$ cat config.mk
export PLATFORM = sky130hd
export DESIGN_NAME = rr_pick
export DESIGN_NICKNAME = d
export VERILOG_FILES = /design/src/rtl/test_monitor_pkg.sv /design/src/rtl/rr_pick.sv
export SDC_FILE = /design/constraint.sdc
export NUM_CORES = 1
export LEC_CHECK = 0
export BUFFER_PORTS_ARGS = -buffer_cell sky130_fd_sc_hd__buf_2
export CORE_AREA = 2 2 39 41
export DETAILED_ROUTE_END_ITERATION = 10
export DIE_AREA = 0 0 41 43
export PLACE_DENSITY_LB_ADDON = 0.1
export SLEW_MARGIN = 0
export SYNTH_ARGS = -nofsm -noshare
export SYNTH_HDL_FRONTEND = slang
export SYNTH_SLANG_ARGS = --single-unit
$ cat constraint.sdc
create_clock -name vclk -period 0.8
set_input_delay 0.04 -clock vclk [all_inputs]
set_output_delay 0.04 -clock vclk [all_outputs]
set_load 0.01 [all_outputs]
$ cat src/rtl/test_monitor_pkg.sv
`default_nettype none
// ============================================================================
// Module      : test_monitor_pkg
// Description : Shared state codes, result signature and index helper for
//               the test_monitor run-control / observation block.
// Revision    : 1.0 - initial release
// ============================================================================
package test_monitor_pkg;

  localparam int STATE_W = 3;

  typedef enum logic [STATE_W-1:0] {
    ST_HOLD    = 3'd0,
    ST_RUN     = 3'd1,
    ST_PASS    = 3'd2,
    ST_FAIL    = 3'd3,
    ST_TIMEOUT = 3'd4
  } state_e;

  // Value that x26 / x27 must hold to signal "done" / "pass".
  localparam int SIG_VALUE = 1;

  // Width of a channel index; never narrower than one bit.
  function automatic int idx_width(input int n);
    return (n > 1) ? $clog2(n) : 1;
  endfunction

endpackage
`default_nettype wire

$ cat src/rtl/rr_pick.sv
`default_nettype none
// ============================================================================
// Module      : rr_pick
// Description : Combinational round-robin picker. Returns the first set bit
//               of the dirty vector at or after the pointer, wrapping.
// Revision    : 1.0 - initial release
// ============================================================================
module rr_pick
  import test_monitor_pkg::*;
#(
  parameter  int NUM_CH = 4,
  localparam int IDX_W  = idx_width(NUM_CH)
) (
  input  logic [NUM_CH-1:0] dirty,
  input  logic [IDX_W-1:0]  ptr,
  output logic              found,
  output logic [IDX_W-1:0]  idx
);

  // Walk the channels starting at the pointer; the first dirty one wins.
  always_comb begin
    logic [IDX_W:0]   sum;
    logic [IDX_W-1:0] cand;
    found = 1'b0;
    idx   = '0;
    sum   = '0;
    cand  = '0;
    for (int k = 0; k < NUM_CH; k++) begin
      sum = {1'b0, ptr} + (IDX_W+1)'(k);
      if (sum >= (IDX_W+1)'(NUM_CH)) begin
        sum = sum - (IDX_W+1)'(NUM_CH);
      end
      cand = sum[IDX_W-1:0];
      if (!found && dirty[cand]) begin
        found = 1'b1;
        idx   = cand;
      end
    end
  end

endmodule
`default_nettype wire

==> results.sh <==
export IMPL_place_area_um2=157.7
export IMPL_core_um2=1384
export IMPL_mappedNetlistArea_um2=77.57
export IMPL_num_rows=14
export IMPL_hp_class="input pin to output port"
export IMPL_synthesis_nets=21
export IMPL_power_w=0.00009429
export IMPL_design_area_um2=190.2
export IMPL_drive_above_1_share=0.5769
export IMPL_cp_data_arrival_time_ps=750
export IMPL_required_ps=760
export IMPL_route_detailed_drc=0
export IMPL_crit_type="input pin to output port"
export IMPL_timing_max_cap_violations=0
export IMPL_synth_distinct_cells=9
export IMPL_dieArea_um2=1763
export IMPL_fill_cells=165
export IMPL_grt_use_total=0.03596
export IMPL_die_w_um=41
export IMPL_final_seq_area_um2=0
export IMPL_max_freq_mhz=1271
export IMPL_period_minus_slack_ps=786.8
export IMPL_hold_ws_ps=378.1
export IMPL_end_kind="output port"
export IMPL_yosysSeqAreaShare=0
export IMPL_drt_total_wl_um=306
export IMPL_p_per_area_nw_per_um2=495.8
export IMPL_cts_hold_buf=0
export IMPL_io_buffers=9
export IMPL_grt_overflow_total=0
export IMPL_dp_cells=42
export IMPL_ioPinCount=9
export IMPL_grt_pass1_vias=150
export IMPL_drt_iter0_drc=5
export IMPL_layout_cells_non_filler=42
export IMPL_globalplace_congestion=0.6803
export IMPL_worst_slew_pin_slew_ps=202.7
export IMPL_yosysWarnings=0
export IMPL_period_share=0.9835
export IMPL_n_antenna_cell=0
export IMPL_slew_headroom=0.8649
export IMPL_finalHoldViolCount=0
export IMPL_leakage_nw=0.09349
export IMPL_syn_avg_cell_area_um2=5.172
export IMPL_start_util=0.05606
export IMPL_syn_to_final_growth_pct=145.2
export IMPL_drtAntennaViolNets=0
export IMPL_clkbuf_count=0
export IMPL_die_h_um=43
export IMPL_cp_start_kind="input pin"
export IMPL_status="complete, no violations"
export IMPL_wl_per_cell_um=7.286
export IMPL_vias_per_cell=3.310
export IMPL_route_vias_total=139
export IMPL_antenna_found_initial=0
export IMPL_drv_slew=0
export IMPL_nNetsFinal=34
export IMPL_hpwl_um=272.2
export IMPL_rsz0062_at_grt="yes"
export IMPL_peakVddDrop_mv=0.07298
export IMPL_setup_viol=0
export IMPL_crit_fanout=3
export IMPL_grt_pass1_wl_um=476
export IMPL_syn_inst=15
export IMPL_postLayoutCoreUtil=0.1374
export IMPL_nFlopsAndLatches=0
export IMPL_firstDrtPassIters=2
export IMPL_grt_max_degree=5
final timing paths:
kind	from	to	slack, ps	cells past startpoint
max	dirty[2]	idx[0]	10	4
min	dirty[2]	found	380	4
routing by layer:
metal  track usage  part of all wire  vias to the layer above
met5             0                 0                        -
met1       0.02532              0.26                       65
li1              -                 -                       74
met4             0                 0                        0
met2       0.08750              0.73                        0
met3             0                 0                        0
report_power, final:
group / leakage (nW) / switching [W] / internal (W)
clock: 0 / 0 / 0
combinational: 0.0935 / 0.0000420 / 0.0000523
sequential: 0 / 0 / 0
total: 0.0935 / 0.0000420 / 0.0000523
metrics by stage:
| stage | TNS [ps] | worst slack, ps |
|---|---|---|
| finish | 0 | 13.18 |
| global route | -11.23 | -11.23 |
| CTS | 0 | 1.899 |
| detailed placement | -33.37 | -33.37 |
| global placement | -31.47 | -31.47 |
| floorplan | 0 | 132.0 |
cell type report:
class              instances  area [µm²]  area share
repair buffers            11       85.08      0.4474
multi-input cells         10       66.31      0.3487
well taps                 16       20.02      0.1053
inverters                  5       18.77     0.09868
cells by family after synthesis:
logic type | after synthesis | synth area share
AO/OA/AOI/OAI | 7 | 0.5645
AND/OR/NAND/NOR | 3 | 0.1935
buffers and inverters | 5 | 0.2418
synthesized netlist by cell type, drive strengths merged:
library cell / number / area, µm²
nand2b: 1 / 6.260
a221o: 1 / 10.01
o221ai: 1 / 8.760
a21oi: 4 / 20.02
o21ai: 1 / 5.000
nand3: 1 / 5.000
inv: 5 / 18.76
nor2: 1 / 3.750
worst max-delay path, stage by stage:
cell and delay [ps]:
buf_6 90, a221o_1 340, a21oi_2 130, buf_2 140
cells in the final DEF (no fill, tap or decap):
master	count
buf_4	2
o221ai_1	1
a21oi_2	2
nor2_1	1
inv_1	3
a221o_1	1
buf_6	4
nand3_1	1
buf_2	5
a21oi_1	2
inv_2	2
nand2b_1	1
o21ai_1	1
what timing repair did:
item	in CTS	in global routing
pin swaps	2	3
endpoints found under the setup margin	1	2
setup buffers	0	0
gates cloned	0	0
resized for setup	0	9
Note: power is estimated with default switching activity, not from simulation.
